### src/rtl/flash_pkg.sv
// rtl/flash_pkg.sv - opcodes and scheduler state encoding shared by the boot flash scheduler
package flash_pkg;

  localparam logic [7:0] OP_READ       = 8'h03;
  localparam logic [7:0] OP_RELEASE_PD = 8'hAB;

  typedef enum logic [2:0] {
    ST_WAKE_CMD,
    ST_WAKE_WAIT,
    ST_IDLE,
    ST_CMD,
    ST_ADDR,
    ST_DATA,
    ST_GAP
  } sched_state_t;

endpackage

### src/rtl/spi_shift8.sv
// rtl/spi_shift8.sv - 8-bit SPI mode-0 shifter, 2 clocks per bit, MSB first
// A start in the cycle where last is high chains the next byte with no idle cycle.
module spi_shift8 (
  input  logic       clock,
  input  logic       reset,
  input  logic       start,
  input  logic [7:0] tx_data,
  input  logic       so,
  output logic       sck,
  output logic       si,
  output logic       active,
  output logic       last,
  output logic [7:0] rx_next
);

  logic       phase_b;
  logic [2:0] bit_cnt;
  logic [6:0] tx_sr;
  logic [6:0] rx_sr;

  assign last    = active && phase_b && (bit_cnt == 3'd0);
  assign rx_next = {rx_sr, so};

  always_ff @(posedge clock) begin
    if (reset) begin
      active  <= 1'b0;
      phase_b <= 1'b0;
      bit_cnt <= 3'd0;
      tx_sr   <= 7'd0;
      rx_sr   <= 7'd0;
      sck     <= 1'b0;
      si      <= 1'b0;
    end else if (start) begin
      active  <= 1'b1;
      phase_b <= 1'b0;
      bit_cnt <= 3'd7;
      tx_sr   <= tx_data[6:0];
      sck     <= 1'b0;
      si      <= tx_data[7];
    end else if (active) begin
      if (!phase_b) begin
        sck     <= 1'b1;
        phase_b <= 1'b1;
      end else begin
        // so is sampled on the edge that ends the high phase
        rx_sr   <= rx_next[6:0];
        sck     <= 1'b0;
        phase_b <= 1'b0;
        if (bit_cnt == 3'd0) begin
          active <= 1'b0;
          si     <= 1'b0;
        end else begin
          bit_cnt <= bit_cnt - 3'd1;
          tx_sr   <= {tx_sr[5:0], 1'b0};
          si      <= tx_sr[6];
        end
      end
    end
  end

endmodule

### src/rtl/flash_sched.sv
// rtl/flash_sched.sv - boot flash scheduler: power-down release, then prioritized sequential reads
// Owns chip select, byte counters and arbitration; bit timing lives in spi_shift8.
module flash_sched
  import flash_pkg::*;
#(
  parameter int EEPROM_ADDRESS_BITS = 24,
  parameter int LEN_BITS            = 16,
  parameter int WAKE_CYCLES         = 32,
  parameter int CS_HIGH_CYCLES      = 2
) (
  input  logic                           clock,
  input  logic                           reset,
  input  logic                           req0,
  input  logic [EEPROM_ADDRESS_BITS-1:0] req0_addr,
  input  logic [LEN_BITS-1:0]            req0_len,
  input  logic                           req1,
  input  logic [EEPROM_ADDRESS_BITS-1:0] req1_addr,
  input  logic [LEN_BITS-1:0]            req1_len,
  output logic                           gnt0,
  output logic                           gnt1,
  output logic [7:0]                     rd_data,
  output logic                           rd_valid,
  output logic                           rd_id,
  output logic                           done0,
  output logic                           done1,
  output logic                           ready,
  output logic                           busy,
  output logic                           flash_si,
  input  logic                           flash_so,
  output logic                           flash_sck,
  output logic                           flash_cs_n
);

  localparam int          ADDR_BYTES = EEPROM_ADDRESS_BITS / 8;
  localparam logic [15:0] WAKE_LAST  = 16'(WAKE_CYCLES - 1);
  localparam logic [15:0] GAP_LAST   = 16'(CS_HIGH_CYCLES - 1);
  localparam logic [7:0]  ADDR_LAST  = 8'(ADDR_BYTES - 1);

  sched_state_t                   state, state_n;
  logic [EEPROM_ADDRESS_BITS-1:0] addr_q;
  logic [LEN_BITS-1:0]            rem_q;
  logic [7:0]                     addr_left;
  logic [15:0]                    wait_cnt;

  logic       shift_start;
  logic [7:0] shift_tx;
  logic       shift_active;
  logic       shift_last;
  logic [7:0] shift_rx;

  spi_shift8 u_shift (
    .clock   (clock),
    .reset   (reset),
    .start   (shift_start),
    .tx_data (shift_tx),
    .so      (flash_so),
    .sck     (flash_sck),
    .si      (flash_si),
    .active  (shift_active),
    .last    (shift_last),
    .rx_next (shift_rx)
  );

  always_ff @(posedge clock) begin
    if (reset) state <= ST_WAKE_CMD;
    else       state <= state_n;
  end

  always_comb begin
    state_n     = state;
    shift_start = 1'b0;
    shift_tx    = 8'h00;
    case (state)
      ST_WAKE_CMD: begin
        if (!shift_active) begin
          shift_start = 1'b1;
          shift_tx    = OP_RELEASE_PD;
        end else if (shift_last) begin
          state_n = ST_WAKE_WAIT;
        end
      end
      ST_WAKE_WAIT: if (wait_cnt == WAKE_LAST) state_n = ST_IDLE;
      ST_IDLE:      if (req0 || req1) state_n = ST_CMD;
      ST_CMD: begin
        if (rem_q == '0) begin
          state_n = ST_GAP;
        end else if (!shift_active) begin
          shift_start = 1'b1;
          shift_tx    = OP_READ;
        end else if (shift_last) begin
          shift_start = 1'b1;
          shift_tx    = addr_q[EEPROM_ADDRESS_BITS-1 -: 8];
          state_n     = ST_ADDR;
        end
      end
      ST_ADDR: begin
        if (shift_last) begin
          shift_start = 1'b1;
          if (addr_left != 8'd0) shift_tx = addr_q[EEPROM_ADDRESS_BITS-1 -: 8];
          else                   state_n  = ST_DATA;
        end
      end
      ST_DATA: begin
        if (shift_last) begin
          if (rem_q == LEN_BITS'(1)) state_n = ST_GAP;
          else                       shift_start = 1'b1;
        end
      end
      ST_GAP:  if (wait_cnt == GAP_LAST) state_n = ST_IDLE;
      default: state_n = ST_WAKE_CMD;
    endcase
  end

  always_ff @(posedge clock) begin
    if (reset) begin
      flash_cs_n <= 1'b1;
      ready      <= 1'b0;
      busy       <= 1'b0;
      gnt0       <= 1'b0;
      gnt1       <= 1'b0;
      done0      <= 1'b0;
      done1      <= 1'b0;
      rd_valid   <= 1'b0;
      rd_data    <= 8'h00;
      rd_id      <= 1'b0;
      addr_q     <= '0;
      rem_q      <= '0;
      addr_left  <= 8'd0;
      wait_cnt   <= 16'd0;
    end else begin
      gnt0     <= 1'b0;
      gnt1     <= 1'b0;
      done0    <= 1'b0;
      done1    <= 1'b0;
      rd_valid <= 1'b0;
      wait_cnt <= (state_n != state) ? 16'd0 : wait_cnt + 16'd1;
      if (shift_start) flash_cs_n <= 1'b0;
      case (state)
        ST_WAKE_CMD:  if (shift_last) flash_cs_n <= 1'b1;
        ST_WAKE_WAIT: if (state_n == ST_IDLE) ready <= 1'b1;
        ST_IDLE: begin
          // req0 wins on a tie; the loser simply waits for the next idle cycle
          if (req0 || req1) begin
            busy   <= 1'b1;
            gnt0   <= req0;
            gnt1   <= ~req0;
            rd_id  <= ~req0;
            addr_q <= req0 ? req0_addr : req1_addr;
            rem_q  <= req0 ? req0_len : req1_len;
          end
        end
        ST_CMD: begin
          if (rem_q == '0) begin
            busy  <= 1'b0;
            done0 <= ~rd_id;
            done1 <= rd_id;
          end else if (shift_last) begin
            addr_q    <= addr_q << 8;
            addr_left <= ADDR_LAST;
          end
        end
        ST_ADDR: begin
          if (shift_last && addr_left != 8'd0) begin
            addr_q    <= addr_q << 8;
            addr_left <= addr_left - 8'd1;
          end
        end
        ST_DATA: begin
          if (shift_last) begin
            rd_valid <= 1'b1;
            rd_data  <= shift_rx;
            rem_q    <= rem_q - LEN_BITS'(1);
            if (rem_q == LEN_BITS'(1)) begin
              flash_cs_n <= 1'b1;
              busy       <= 1'b0;
              done0      <= ~rd_id;
              done1      <= rd_id;
            end
          end
        end
        default: ;
      endcase
    end
  end

endmodule
### config.mk
export PLATFORM = sky130hd
export DESIGN_NAME = flash_sched
export DESIGN_NICKNAME = d
export VERILOG_FILES = /design/src/rtl/flash_pkg.sv /design/src/rtl/spi_shift8.sv /design/src/rtl/flash_sched.sv
export SDC_FILE = /design/constraint.sdc
export NUM_CORES = 1
export LEC_CHECK = 0
export CAP_MARGIN = 20
export CORE_ASPECT_RATIO = 1.25
export CORE_MARGIN = 2
export CORE_UTILIZATION = 35
export CTS_CLUSTER_SIZE = 14
export DETAILED_ROUTE_END_ITERATION = 16
export DONT_BUFFER_PORTS = 1
export PLACE_DENSITY = 0.55
export SKIP_LAST_GASP = 1
export SLEW_MARGIN = 20
export SYNTH_ARGS = -nofsm -noshare
export SYNTH_HDL_FRONTEND = slang
export SYNTH_SLANG_ARGS = --single-unit
export TNS_END_PERCENT = 20
### constraint.sdc
create_clock -name clock -period 6.9 [get_ports clock]
set_clock_uncertainty 0.05 [all_clocks]
set_input_delay 0.69 -clock clock [delete_from_list [all_inputs] [get_ports clock]]
set_output_delay 0.69 -clock clock [all_outputs]
set_load 0.005 [all_outputs]
# After elaboration in Yosys (flattened, before gate mapping)
# Index checks and enable logic that the tools add are counted.
# totals
output_inout_bits	19
inputBits	85
elab_cells	154
register_bits	104
# classes
muxes	76
bitwise	6
n_eq_ne	19
add_sub_neg	4
n_reduce_logical	28
# op_table
op	n
2-to-1 mux 24 bit	5
2-to-1 mux 8 bit	9
one-hot mux 24 bit (3 select lines)	1
2-to-1 mux 16 bit	3
2-to-1 mux 3 bit	16
== test 16 x 1 -> 1 bit (second input constant)	2
one-hot mux 16 bit (2 select lines)	1
2-to-1 mux 1 bit	29
2-to-1 mux 7 bit	4
one-hot mux 8 bit (3 select lines)	1
one-hot mux 3 bit (7 select lines)	1
adder 16 x 1 -> 16 bit (second input constant)	1
== test 16 x 5 -> 1 bit (second input constant)	1
zero test 16 bit	1
!= test 2 bit (second input constant)	8
one-hot mux 8 bit (2 select lines)	1
subtractor 16 x 1 -> 16 bit (second input constant)	1
AND reduction 5 bit	2
== test 3 x 2 -> 1 bit (second input constant)	3
== test 3 bit (second input constant)	3
AND reduction 3 bit	3
AND reduction 2 bit	4
nonzero test 2 bit	4
nonzero test 8 bit	1
other kinds (15)	28

# Longest topological paths before layout
# Gate-level depths: netlist (run 1).
# logic_depth
word_depth	10
ltp_mapped	10
ltp_nobuf	7

# Modules after synthesis
# A second synthesis (run 1) with hierarchy kept.
# unflattened
cells_unflattened	697
area_unflattened_um2	5766.8
# by_module_without_submodules
module	seq_area_each_um2	instances	area_per_inst_um2	cells_each
flash_sched	1681.6	1	4862.2	598
spi_shift8	400.4	1	904.6	99

# Worst setup path after synthesis (run 1)
# OpenSTA, ideal clock, no wires.
# synth_path
kind	input -> register
startpoint	input req0
endpoint	register rem_q[10]
required_time_ns	6.722
stages	7
slack_ns	4.407
t_arrival_ns	2.316
setup_time_ns	0.128
path_cell_list	clkbuf_1 > clkbuf_1 > buf_1 > mux2i_1 > o22ai_1 > a22oi_1 > nor2_1
# synth_between
elab_chain_cells	3
elab_cells_between_ends	6
classes_between	eq/ne (1); mux (3); reduce/logical (2)
# synth_rtl
item	line	source
start, declared	flash_sched.sv:13	input logic req0,
2-to-1 mux 16 bit / logical OR 1 bit (equally long branches)	flash_sched.sv:149, flash_sched.sv:143	
2-to-1 mux 16 bit / != test 2 bit (equally long branches)	--	
one-hot mux 16 bit (2 select lines) / AND reduction 3 bit (equally long branches)	--	
end signal, assigned	flash_sched.sv:149	rem_q <= req0 ? req0_len : req1_len;
end signal, assigned	flash_sched.sv:172	rem_q <= rem_q - LEN_BITS'(1);
end, declared	flash_sched.sv:41	logic [LEN_BITS-1:0] rem_q;
# Several ways; a longest one is shown, not always the timed one. The select of a mux whose other input is x is not followed.
# A chain may end at the register's enable or synchronous reset.

# Worst setup path after layout (run 1)
# layout_path
startpoint	register rem_q[4]
endpoint	register wait_cnt[14]
# layout_between
elab_chain_cells	6
elab_cells_between_ends	8
classes_between	eq/ne (2); mux (4); reduce/logical (2)
# layout_rtl
item	line	source
== test 16 x 1 -> 1 bit	flash_sched.sv:105	if (rem_q == LEN_BITS'(1)) state_n = ST_GAP;
2-to-1 mux 3 bit	flash_sched.sv:105	
2-to-1 mux 3 bit	flash_sched.sv:104	if (shift_last) begin
one-hot mux 3 bit (7 select lines) *	flash_sched.sv:73	case (state)
!= test 3 bit *	flash_sched.sv:136	wait_cnt <= (state_n != state) ? 16'd0 : wait_cnt + 16'd1;
OR reduction 2 bit (no source line) *	--	
end signal, assigned	flash_sched.sv:136	
end, declared	flash_sched.sv:43	logic [15:0] wait_cnt;
# Mark *: on every way between the ends. The rest lies on a longest branch, timed or not.

==> summary.txt, run 1 <==
Outcome
  – Status: completed

Min path
  – Min-Delay Path Class: input port to flop

Clocking
  – # Post-CTS Setup Buffers: 0
  – Total CTS buffers: 9
  – H-Tree Depth: 3
  – CTS root buf: clkbuf_16
  – CTS Buffer Depth: 2
  – CTS tree: built
  – Clk_lat worst skew: 0.35 ns
  – CTS sink count: 104
  – CTS Hold Buffers Added: 0
  – CTS resizes: 0
  – Reg clk slew, reported paths: roughly 0.060 ns

Pwr
  – Lkg Pwr: between 2 and 2.5 nW
  – Power Density: 204 mW/mm^2
  – Peak VDD IR: 0.0000995 V
  – Total Power: 1.19 mW

Synth
  – Post-synthesis sequential area ratio: 38.1%
  – Predominant post-synthesis flop cell: dfxtp_1
  – Synthesized area per cell: between 8 and 9 um^2
  – Syn Inst Count: roughly 630
  – Asr flop ratio synth: 0%
  – Net Count, Synth: 727
  – Post-synth EDFFs: 0
  – Mapped Area: roughly 0.0055 mm^2
  – Seq cells post-synth: 104
  – Yosys warnings: 0
  – Distinct cells, synth: 61

Finish
  – Storage element area: 0.00208 mm^2
  – Layout cells sized above 1: 8.37%
  – Area of the multi-input gates: between 0.003 and 0.004 mm^2
  – Post-Layout Cell Count: just over 800
  – Most frequent cells in the layout: dfxtp_1 (104), nor2_1 (56), mux2i_1 (53), a21oi_1 (50), nand2_1 (46)
  – Area growth syn-to-layout: 7.23%
  – Diodes inserted: 0
  – Final net count: 698
  – Most common cell after layout, fill and taps aside: dfxtp_1
  – Fillers: 1,630

Setup path
  – Setup CP Type: flop to flop
  – Delay of the slowest critical-path stage: 0.73 ns
  – Slowest cell on the critical path: or4_1
  – Critical Path AT: around 3.1 ns
  – Worst Path Required: 7.05 ns
  – Critical path, cell by cell: or4_1 > nor4_4 > o21ai_0 > a21oi_2 > nor3_1
  – Worst Path Max Fanout: 16
  – Type of origin of the critical path: flop
  – Worst Setup End Kind: flop

STA
  – Slew HR: 29.5%
  – RSZ-0062 raised after global routing: false
  – Worst-Margin Slew: approximately 1.1 ns
  – Setup ws final: 3.94 ns
  – Fin crit period: 2.96 ns
  – Setup tns final: 0 ns
  – Achievable frequency: 338 MHz
  – Tcrit/Tclk final: 42.9%
  – Final setup vio count: 0
  – Fin. max-slew vios: 0
  – Final Hold Fails: 0

GRT
  – Initial antenna violation count: 0
  – Largest net degree at the start of global routing: 89
  – Global-route wire length before repair: roughly 22,000 um
  – Final global-route overflow total: 0
  – Number of global-route vias before repair: 4,281
  – GRT Resource Usage Total: 16.4%

Placed design
  – DP HPWL: between 9000 and 10,000 um
  – Post-placement setup slack: about 4.0 ns
  – Placer Congestion: about 0.82
  – Placed insts: ~810
  – I/O Buffers: 0

Drt
  – Detailed-route vias per instance: 5.54
  – 1st-iter DRT viols: approximately 340
  – DR WL/cell: ~16 um
  – Routed wire length: 13,500 um
  – Antenna Violating Nets Remaining: 0
  – Drc violations: 0
  – DRT Pass-1 Iters: 4
  – Via count: 4,549

Die
  – Die width: 116 um
  – Initial Util: 35.4%
  – Chip height: 144 um
  – Std-Cell Rows: 51
  – Total die area: 0.0166 mm^2
  – IO Pins: 104
  – Core area: approximately 0.015 mm^2

Flow run
  – Number of max-cap violations: 0
## cell type report
| class | instances | area share, % |
|---|---|---|
| inverters | 15 | 0.961 |
| flip-flops and latches | 104 | 35.5 |
| repair buffers | 4 | 0.512 |
| multi-input cells | 471 | 53.6 |
| well taps | 212 | 4.53 |
| clock inverters | 4 | 0.769 |
| clock buffers | 11 | 4.14 |
## metrics by stage
stage | utilization, % | hold WS [ns] | instance area (um^2)
after CTS | 38.0 | 0.342 | 5860
after global routing | 38.0 | 0.341 | 5860
after global placement | 36.1 | 0.388 | 5570
final | 38.0 | 0.358 | 5860
after floorplan | - | 0.382 | 5470
after detailed placement | 36.1 | 0.388 | 5570
## critical path, delay by kind of cell, from the launching register on
kind,cells,cell delay (ns)
compound gates,2,0.92
flops,1,0.38
simple gates,3,1.47
## cell usage after synthesis, types with 2 or more instances
master | n | share of area (%)
clkbuf_1 | 34 | 2.3
nor3b_1 | 4 | 0.55
and3_1 | 4 | 0.46
buf_2 | 3 | 0.27
ha_1 | 8 | 1.8
and3b_1 | 2 | 0.32
nor4_1 | 8 | 0.92
or3_1 | 5 | 0.57
and4_1 | 3 | 0.48
a2bb2oi_1 | 2 | 0.32
nand3_1 | 17 | 1.6
a211oi_1 | 10 | 1.4
a31oi_1 | 3 | 0.34
nand3b_1 | 9 | 1.2
o21ai_0 | 27 | 2.5
a21oi_1 | 50 | 4.6
buf_4 | 5 | 0.69
a32oi_1 | 2 | 0.32
nor2_1 | 56 | 3.8
dfxtp_1 | 104 | 38
inv_1 | 15 | 1.0
buf_1 | 2 | 0.14
nand2b_1 | 16 | 1.8
or4_1 | 10 | 1.4
nand4b_1 | 2 | 0.32
a211o_1 | 3 | 0.48
mux2_2 | 21 | 4.3
o31ai_1 | 7 | 0.96
xor2_1 | 5 | 0.80
xnor2_1 | 13 | 2.1
o22ai_1 | 8 | 0.92
nor3_1 | 26 | 2.4
o32ai_1 | 2 | 0.32
o211ai_1 | 10 | 1.4
mux2i_1 | 53 | 9.7
nand4_1 | 5 | 0.57
o31a_1 | 2 | 0.32
nand2_1 | 46 | 3.2
or4b_2 | 3 | 0.55
or3b_2 | 2 | 0.32
a22oi_1 | 7 | 0.96
## worst paths after layout
kind                                      to  cells after the start              from  slack (ns)
worst min register to register    rd_data[2]                      2  u_shift.rx_sr[1]        0.40
worst max register to register  wait_cnt[14]                      5          rem_q[4]        3.94
worst max-delay path            wait_cnt[14]                      5          rem_q[4]        3.94
worst min-delay path              rd_data[4]                      1             reset        0.36
## report_power, final
group / internal (mW) / switching (mW)
logic: 0.0343 / 0.0303
registers: 0.609 / 0.00989
clock network: 0.288 / 0.222
total: 0.931 / 0.263
## flip-flops by register name, summed over array words and instances, names as in the netlist, 3 cells and up
name,count
u_shift.bit_cnt,3
rd_data,8
rem_q,16
state,3
addr_left,8
addr_q,24
u_shift.rx_sr,7
u_shift.tx_sr,7
wait_cnt,16
## routing by layer
| metal | GRT usage (%) | vias up | wire length (um) |
|---|---|---|---|
| li1 | - | 2256 | - |
| met1 | 21.7 | 2164 | 6220 |
| met2 | 26.5 | 112 | 6440 |
| met3 | 3.42 | 17 | 563 |
| met4 | 5.70 | 0 | 258 |
| met5 | 0 | - | 0 |
## cells by family (layout without fill, tap and decap cells)
| kind of cell | after synthesis | after routing | synth area share, % |
|---|---|---|---|
| simple gates | 226 | 226 | 22.0 |
| compound gates | 145 | 145 | 16.6 |
| buf+inv | 59 | 34 | 4.46 |
| mux | 74 | 74 | 14.0 |
| flops | 104 | 104 | 38.1 |
| fa+ha+maj | 8 | 8 | 1.83 |
| xor+xnor | 18 | 18 | 2.88 |
Power figures use the tool's default switching activity.
==> run 2: changes to the inputs <==
==> constraint.sdc (replaced) <==
create_clock -name clock -period 2.9 [get_ports clock]
set_clock_uncertainty 0.05 [all_clocks]
set_input_delay 0.29 -clock clock [delete_from_list [all_inputs] [get_ports clock]]
set_output_delay 0.29 -clock clock [all_outputs]
set_load 0.005 [all_outputs]
==> summary.txt, run 2 (synthesis gave the netlist of run 1 again) <==
Pwr
  – Lkg Pwr: 2.11 nW (was 2.02 nW)
  – Total Power: 3.02 mW (was 1.19 mW)
  – Internal Pwr Total: 2.34 mW (was 0.931 mW)
  – Psw: 0.673 mW (was 0.263 mW)
  – Comb pwr share: 6.1% (was 5.4%)
  – Power Density: 499 mW/mm^2 (was 204 mW/mm^2)
  – Switching Share: 22.3% (was 22.0%)
  – Sequential Power Share: 48.7% (was 51.8%)
  – Peak VDD IR: 0.000273 V (was 0.0000995 V)
  – Clock network fraction of total power: 45.2% (was 42.7%)

Outcome
  – Status: completed (unchanged)

Setup path
  – Worst Path Max Fanout: 8 (was 16)
  – Reg-to-Reg End: u_shift.rx_sr[3] (was wait_cnt[14])
  – Worst Path Required: 3.13 ns (was 7.05 ns)
  – Setup CP Type: flop to flop (unchanged)
  – Worst r2r src: rem_q[4] (unchanged)
  – Critical Path AT: 2.90 ns (was 3.11 ns)
  – Type of origin of the critical path: flop (unchanged)
  – Path depth of the worst reg2reg path: 5 (unchanged)
  – Worst Setup End Kind: flop (unchanged)
  – FF-to-FF setup slack: 0.23 ns (was 3.94 ns)

Die
  – Total die area: 0.0166 mm^2 (unchanged)
  – Std-Cell Rows: 51 (unchanged)
  – IO Pins: 104 (unchanged)
  – Die width: 116 um (unchanged)
  – Core area: 0.0154 mm^2 (unchanged)
  – Chip height: 144 um (unchanged)
  – Initial Util: 35.4% (unchanged)

Finish
  – Max reg flops: 24 (unchanged)
  – Largest Register: addr_q (unchanged)
  – Post-Layout Cell Count: 836 (was 821)
  – Storage element area: 0.00208 mm^2 (unchanged)
  – Post-layout util: 39.2% (was 38.0%)
  – Layout cells sized above 1: 10.4% (was 8.37%)
  – Most common cell after layout, fill and taps aside: dfxtp_1 (unchanged)
  – Diodes inserted: 0 (unchanged)
  – Design Area, Final: 0.00605 mm^2 (was 0.00586 mm^2)
  – Area of the multi-input gates: 0.00314 mm^2 (about the same)
  – Most frequent cells in the layout: dfxtp_1 (104), nor2_1 (56), mux2i_1 (53), a21oi_1 (50), nand2_1 (46) (unchanged)
  – Fillers: 1,571 (was 1,630)
  – Final net count: 712 (was 698)
  – Largest registers: addr_q: 24 flops, rem_q: 16 flops, wait_cnt: 16 flops (unchanged)
  – Area growth syn-to-layout: 10.6% (was 7.23%)

GRT
  – Initial antenna violation count: 0 (unchanged)
  – Global-route wire length before repair: 22,100 um (was 21,600 um)
  – Final global-route overflow total: 0 (unchanged)
  – Number of global-route vias before repair: 4,384 (was 4,281)
  – GRT Resource Usage Total: 16.9% (was 16.4%)
  – Largest net degree at the start of global routing: 70 (was 89)

STA
  – RSZ-0062 raised after global routing: false (unchanged)
  – Setup tns final: 0 ns (unchanged)
  – Hold WS: 0.0273 ns (was 0.358 ns)
  – Tcrit/Tclk final: 92.2% (was 42.9%)
  – Final Hold Fails: 0 (unchanged)
  – Fin. max-slew vios: 0 (unchanged)
  – Slew HR: 50.6% (was 29.5%)
  – Final setup vio count: 0 (unchanged)
  – Fin crit period: 2.67 ns (was 2.96 ns)
  – Achievable frequency: 374 MHz (was 338 MHz)
  – Worst-Margin Slew: 0.737 ns (was 1.05 ns)
  – Setup ws final: 0.227 ns (was 3.94 ns)

Drt
  – Via count: 4,640 (was 4,549)
  – Antenna Violating Nets Remaining: 0 (unchanged)
  – DRT Pass-1 Iters: 5 (was 4)
  – Routed wire length: 13,700 um (was 13,500 um)
  – Drc violations: 0 (unchanged)
  – DR WL/cell: 16.4 um (about the same)
  – 1st-iter DRT viols: 276 (was 336)
  – Detailed-route vias per instance: 5.55 (was 5.54)

Placed design
  – Placed insts: 817 (was 806)
  – Placer Congestion: 0.838 (was 0.822)
  – Cell Area, Placed: 0.00567 mm^2 (was 0.00557 mm^2)
  – Post-placement setup slack: 0.145 ns (was 3.95 ns)
  – DP HPWL: 9330 um (was 9340 um)
  – I/O Buffers: 0 (unchanged)

Clocking
  – CTS sink count: 104 (unchanged)
  – CTS root buf: clkbuf_16 (unchanged)
  – # Post-CTS Setup Buffers: 0 (unchanged)
  – Reg clk slew, reported paths: 0.07 ns (was 0.06 ns)
  – CTS Buffer Depth: 2 (unchanged)
  – Total CTS buffers: 9 (unchanged)
  – CTS tree: built (unchanged)
  – Clk_lat worst skew: 0.36 ns (was 0.35 ns)
  – H-Tree Depth: 3 (unchanged)

Min path
  – Hold_sp: flash_so (was reset)
  – Hold EP: rd_data[0] (was rd_data[4])
  – Min-Delay Path Class: input port to flop (unchanged)
  – Hold depth: 2 (was 1)

Flow run
  – Number of max-cap violations: 0 (unchanged)
run 2: changes by cell type in the layout (fill, tap and decap cells not counted):
cell	delta
and4_1	-1
buf_16	+1
inv_6	+1
and4_2	+1
buf_4	+10
bufinv_16	+1
clkinv_2	-2
clkbuf_8	+1
buf_12	+1
dlygate4sd3_1	+2
run 2: final cells by class:
type	count	area share [%]
flip-flops and latches	104	34.4
clock inverters	4	1.22
repair buffers	18	2.86
inverters	15	0.931
clock buffers	12	4.24
multi-input cells	471	51.9
well taps	212	4.39
run 2: per-layer routing:
layer | global-route usage [%] | wire (um) | vias to the layer above
met5 | 0 | 0 | -
met2 | 27.3 | 6470 | 125
met3 | 3.88 | 736 | 20
li1 | - | - | 2291
met1 | 21.9 | 6260 | 2204
met4 | 6.33 | 257 | 0
run 2: worst max-delay path by stage:
stage | startpoint | end
after floorplan | rem_q[0] | u_shift.rx_sr[0]
after global routing | rem_q[0] | u_shift.rx_sr[6]
final | rem_q[4] | u_shift.rx_sr[3]
after CTS | rem_q[4] | u_shift.rx_sr[6]
after detailed placement | rem_q[4] | u_shift.rx_sr[3]
after global placement | rem_q[4] | u_shift.rx_sr[3]
run 2: power groups by stage:
stage / clock [mW] / sequential, mW / combinational, mW
finish: 1.36 / 1.47 / 0.183
global route: 1.45 / 1.47 / 0.205
CTS: 1.40 / 1.47 / 0.186
detailed placement: 0 / 1.50 / 0.161
global placement: 0 / 1.50 / 0.159
floorplan: 0 / 1.49 / 0.159
run 2: critical path: stages, from the launching register on:
cell     delay, ns
dfxtp_1       0.37
or4_1         0.73
or4_4         0.62
nand3_2       0.16
and4_2        0.41
mux2i_1       0.24
run 2: timing repair:
item,4_1_cts,5_1_grt
hold endpoints to repair,69,0
hold buffers,3,0
gates resized for setup,0,1
setup endpoints to repair,0,3
